$ cat src/rtl/regfile_pkg.sv
// Shared widths, types and the hardwired-zero register index for the register file.
package regfile_pkg;

  localparam int RF_ADDR_W = 5;
  localparam int RF_DATA_W = 32;

  typedef logic [RF_ADDR_W-1:0] rf_addr_t;
  typedef logic [RF_DATA_W-1:0] rf_data_t;

  // Register index that always reads zero and can never be written or marked busy
  localparam rf_addr_t ZERO_REG = '0;

endpackage

$ cat src/rtl/regfile_rd_port.sv
// One read port: r0 masking, write-to-read forwarding, optional output register
// and pending-write lookup for the addressed register.
module regfile_rd_port
  import regfile_pkg::*;
#(
  parameter int ADDR_W    = RF_ADDR_W,
  parameter int DATA_W    = RF_DATA_W,
  parameter int DEPTH     = 2 ** ADDR_W,
  parameter int SYNC_READ = 1,
  parameter int BYPASS    = 1
) (
  input  logic              clk,
  input  logic              reset,
  input  logic [ADDR_W-1:0] rdAddr,
  input  logic [DATA_W-1:0] memData,
  input  logic              wrEn,
  input  logic [ADDR_W-1:0] wrAddr,
  input  logic [DATA_W-1:0] wrData,
  input  logic [DEPTH-1:0]  busyVec,
  output logic [DATA_W-1:0] rdData,
  output logic              rdBusy
);

  logic              isZero;
  logic              wrHit;
  logic [DATA_W-1:0] readVal;

  // A write landing on this port's register this cycle is forwarded when bypass is enabled;
  // the same hit hides the pending bit because that write is the one retiring it.
  always_comb begin
    isZero  = (rdAddr == ADDR_W'(ZERO_REG));
    wrHit   = (BYPASS != 0) && wrEn && (wrAddr == rdAddr) && !isZero;
    readVal = memData;
    if (isZero) begin
      readVal = '0;
    end else if (wrHit) begin
      readVal = wrData;
    end
    rdBusy = busyVec[rdAddr] & ~wrHit;
  end

  generate
    if (SYNC_READ != 0) begin : gSync
      // Capture the read value at the edge so the operand is stable for the whole next cycle
      always_ff @(posedge clk or posedge reset) begin
        if (reset) begin
          rdData <= '0;
        end else begin
          rdData <= readVal;
        end
      end
    end else begin : gComb
      assign rdData = readVal;
    end
  endgenerate

endmodule

$ cat src/rtl/regfile_mp_sb.sv
// Multi-read-port register file with hardwired-zero r0 and a pending-write scoreboard.
// Writeback drives the write port, issue drives sb_set, decode reads the ports.
module regfile_mp_sb
  import regfile_pkg::*;
#(
  parameter int ADDR_W    = RF_ADDR_W,
  parameter int DATA_W    = RF_DATA_W,
  parameter int NUM_RD    = 2,
  parameter int SYNC_READ = 1,
  parameter int BYPASS    = 1
) (
  input  logic                     clk,
  input  logic                     reset,
  input  logic                     wr_en,
  input  logic [ADDR_W-1:0]        wr_addr,
  input  logic [DATA_W-1:0]        wr_data,
  input  logic [NUM_RD*ADDR_W-1:0] rd_addr,
  output logic [NUM_RD*DATA_W-1:0] rd_data,
  output logic [NUM_RD-1:0]        rd_busy,
  input  logic                     sb_set,
  input  logic [ADDR_W-1:0]        sb_addr,
  output logic [2**ADDR_W-1:0]     busy_vec
);

  localparam int DEPTH = 2 ** ADDR_W;

  logic [DATA_W-1:0] memArray [DEPTH];
  logic [DEPTH-1:0]  busyReg;
  logic [DEPTH-1:0]  busyNext;
  logic              wrValid;
  logic              sbValid;

  assign wrValid  = wr_en && (wr_addr != ADDR_W'(ZERO_REG));
  assign sbValid  = sb_set && (sb_addr != ADDR_W'(ZERO_REG));
  assign busy_vec = busyReg;

  // Storage: entry 0 is cleared at reset and never written, so it always reads zero
  always_ff @(posedge clk or posedge reset) begin
    if (reset) begin
      for (int i = 0; i < DEPTH; i++) begin
        memArray[i] <= '0;
      end
    end else if (wrValid) begin
      memArray[wr_addr] <= wr_data;
    end
  end

  // Retiring write clears its destination first so a same-cycle issue to it re-marks it busy
  always_comb begin
    busyNext = busyReg;
    if (wrValid) begin
      busyNext[wr_addr] = 1'b0;
    end
    if (sbValid) begin
      busyNext[sb_addr] = 1'b1;
    end
    busyNext[0] = 1'b0;
  end

  // Scoreboard register
  always_ff @(posedge clk or posedge reset) begin
    if (reset) begin
      busyReg <= '0;
    end else begin
      busyReg <= busyNext;
    end
  end

  generate
    for (genvar k = 0; k < NUM_RD; k++) begin : gPort
      logic [ADDR_W-1:0] portAddr;
      assign portAddr = rd_addr[k*ADDR_W +: ADDR_W];

      regfile_rd_port #(
        .ADDR_W   (ADDR_W),
        .DATA_W   (DATA_W),
        .DEPTH    (DEPTH),
        .SYNC_READ(SYNC_READ),
        .BYPASS   (BYPASS)
      ) uPort (
        .clk    (clk),
        .reset  (reset),
        .rdAddr (portAddr),
        .memData(memArray[portAddr]),
        .wrEn   (wr_en),
        .wrAddr (wr_addr),
        .wrData (wr_data),
        .busyVec(busyReg),
        .rdData (rd_data[k*DATA_W +: DATA_W]),
        .rdBusy (rd_busy[k])
      );
    end
  endgenerate

endmodule
$ cat config.mk
export PLATFORM = sky130hd
export DESIGN_NAME = regfile_mp_sb
export DESIGN_NICKNAME = d
export VERILOG_FILES = /design/src/rtl/regfile_pkg.sv /design/src/rtl/regfile_rd_port.sv /design/src/rtl/regfile_mp_sb.sv
export SDC_FILE = /design/constraint.sdc
export NUM_CORES = 2
export LEC_CHECK = 0
export ABC_CLOCK_PERIOD_IN_PS = 97300
export BUFFER_PORTS_ARGS = -buffer_cell sky130_fd_sc_hd__clkbuf_2
export CAP_MARGIN = 20
export CORE_ASPECT_RATIO = 2
export CORE_UTILIZATION = 55
export DETAILED_ROUTE_END_ITERATION = 10
export PLACE_DENSITY = 0.79
export SLEW_MARGIN = 20
export SYNTH_ARGS = -nofsm -noshare
export SYNTH_HDL_FRONTEND = slang
export SYNTH_HIERARCHICAL = 1
export SYNTH_SLANG_ARGS = --single-unit
$ cat constraint.sdc
create_clock -name clk -period 97.3 [get_ports clk]
set_input_delay 14.595 -clock clk [delete_from_list [all_inputs] [get_ports clk]]
set_output_delay 14.595 -clock clk [all_outputs]
set_load 0.005 [all_outputs]
==> results.md <==
- Vias/cell: 6.980
- Status: complete, no violations
- Ys async rst share: 1.000
- Seq cells post-synth: between 1000 and 1500
- Slew @ Worst Pin: 1.246 ns
- Fmax: between 30 and 40 MHz
- Synth-to-layout area growth: 7.421%
- Final Hold Fails: 0
- Largest net degree at the start of global routing: about 190
- Sw Ratio: 0.2956
- Grt total ovfl: 0
- Port Buffer Count: 152
- First-pass GRT wire length: around 290000 um
- Worst endpoint required time: about 83 ns
- Setup crit end kind: output port
- DRT Pass-1 Iters: 6
- Final worst slack: about 65 ns
- Crit share post-route: 0.3337
- Cts bufs inserted: 97
- Synth Instances: slightly above 5000
- Net Switching: between 0.0003 and 0.0004 W
- RSZ-0062 raised after global routing: false
- Power share of the combinational group: 0.200
- Post_cts resized: 0
- IR drop worst, VDD: between 15 and 20 uV
- HP Class: reg2reg
- # IOs: 154
- Leak: just over 30 nW
- Library cells used by synthesis: 52
- Synth warn: 6
- Slew headroom: 0.1692
- Via count: around 45000
- Minimum clock period: approximately 32 ns
- Setup TNS: 0 ns
- Ys flop type: dfrtp_1
- Initial antenna violation count: 24
- CTS tree: done
- Post-DP HPWL: about 110000 um
- Clock group share of total power: 0.322
- Die Span X: between 200 and 250 um
- Final Cell Area: between 60000 and 70000 um^2
- Clock buffer depth: 3
- Post-synth EDFFs: 0
- Starting Density: 0.5558
- CP Max Fanout: 90
- Core area: 108700 um^2
- Placement Setup Slack: between 60 and 70 ns
- Setup bufs post-CTS: 0
- Mapped Area: a little over 60000 um^2
- Die area: 111200 um^2
- Post-layout nets: ~5000
- Wirelength, routed: roughly 200000 um
- Die height: ~470 um
- Hold slack: just over 0.4 ns
- Num rows: roughly 170
- Total GRT Usage: 0.3555
- Average size of a mapped cell: approximately 12 um^2
- Setup violations, final: 0
- Hold-fix buffers at CTS: 0
- Slew Viols, Final: 0
- WS Path Type: in2out
- Routed length per placed instance: between 30 and 40 um
- Final ANT Viol Nets: 0
- Layout cell share with drive strength beyond 1: 0.2931
- Design Power: roughly 0.0013 W
- Critical path arrival: 17.88 ns
- Setup Skew: about 0.019 ns
- Root Driver: clkbuf_16
- Reg clk slew, reported paths: ~0.070 ns
- P per Cell Area: 20.05 nW/um^2
- H-tree depth: 3
- Flop pwr share: 0.477
- Register area share after synthesis: 0.4635
- Vias in the first global route: between 40000 and 50000
- DRC violations left: 0
- Leading cell type in the layout, fill and taps excluded: dfrtp_1
- Internal Pwr Total: 0.0009165 W
- Critical Path Start Type: input port
- Placed Area: around 60000 um^2
- Max cap viols: 0
- Clock sinks: ~1100
- Clk_lat worst skew: 0.74 ns
- Commonest cells after routing, fill and taps aside: dfrtp_1, mux2i_1, mux2_2, nand3_1, a21oi_1
- Starting DRC count in detailed routing: between 4000 and 5000
- GPL Wtd Cong: about 1
Yosys cell counts, types with 32 or more instances:
| library cell | n | area (um^2) |
|---|---|---|
| a22oi_1 | 192 | 1441 |
| dfrtp_1 | 1119 | 28000 |
| o21ai_0 | 75 | 375.4 |
| clkbuf_1 | 250 | 938.4 |
| mux2i_1 | 1030 | 10310 |
| buf_4 | 32 | 240.2 |
| nor3_1 | 66 | 330.3 |
| nand3_1 | 263 | 1316 |
| mux2_2 | 987 | 11110 |
| nand2_1 | 222 | 833.3 |
| a31oi_1 | 66 | 412.9 |
| buf_2 | 198 | 991.0 |
| a21oi_1 | 256 | 1281 |
| a22o_1 | 137 | 1200 |
power groups by stage:
| stage | sequential (W) | combinational [W] | clock (W) |
|---|---|---|---|
| after floorplan | 0.000609 | 0.000196 | 0 |
| after global placement | 0.000620 | 0.000248 | 0 |
| after detailed placement | 0.000628 | 0.000257 | 0 |
| after CTS | 0.000619 | 0.000258 | 0.000421 |
| after global routing | 0.000632 | 0.000280 | 0.000437 |
| final | 0.000621 | 0.000261 | 0.000419 |
metrics by stage:
stage               cells    util
CTS                  6376  0.5969
global placement     6195  0.5658
floorplan            5089       -
finish               6384  0.5970
global route         6379  0.5969
detailed placement   6195  0.5658
metal layers:
metal | global-route usage | vias to the layer above | wire, um
met5 | 0.001318 | - | 188
met4 | 0.2909 | 28 | 18400
met3 | 0.08472 | 1006 | 18600
met2 | 0.5706 | 2571 | 92970
met1 | 0.4021 | 22610 | 68850
li1 | - | 18350 | -
path summary, 6_finish.rpt:
kind	startpoint	endpoint	slack (ns)	cells after the start
max	rd_addr[6]	rd_busy[1]	64.83	8
min reg2reg	memArray[992]	memArray[992]	0.40	0
max in group asynchronous	reset	memArray[674]	78.06	7
max reg2reg	memArray[934]	gPort[0].uPort/rdData[6]	95.11	7
min	memArray[992]	memArray[992]	0.40	0
min in group asynchronous	reset	memArray[779]	14.11	2
kinds of logic (layout without fill, tap and decap cells):
logic type / count (synthesis) / in the layout / synth area share
compound gates: 750 / 750 / 0.08096
xor+xnor: 10 / 10 / 0.001450
buf+inv: 537 / 440 / 0.04149
flops: 1119 / 1119 / 0.4635
mux: 2040 / 2040 / 0.3624
other cells: 1 / 11 / 0.00006208
simple gates: 630 / 630 / 0.05008
registers in the layout, summed over array words and instances (netlist names):
signal              flops
memArray             1024
gPort.uPort/rdData     64
busy_vec               31
critical path, cell delays in order:
cell and delay (ns):
buf_8 0.59, buf_4 0.72, buf_4 0.86, xnor2_1 0.21, nand4_1 0.17, nor2_1 0.07, a41oi_1 0.39, clkbuf_2 0.20
layout make-up:
cell class	count	area (um^2)
Inverter	15	63.81
Antenna cell	8	20.02
Sequential cell	1119	28000
Fill cell	8676	43800
Timing Repair Buffer	244	1534
Clock buffer	132	2740
Multi-Input combinational cell	3433	30170
Clock inverter	49	631.9
Tap cell	1384	1732
(Power assumes the default switching activity.)
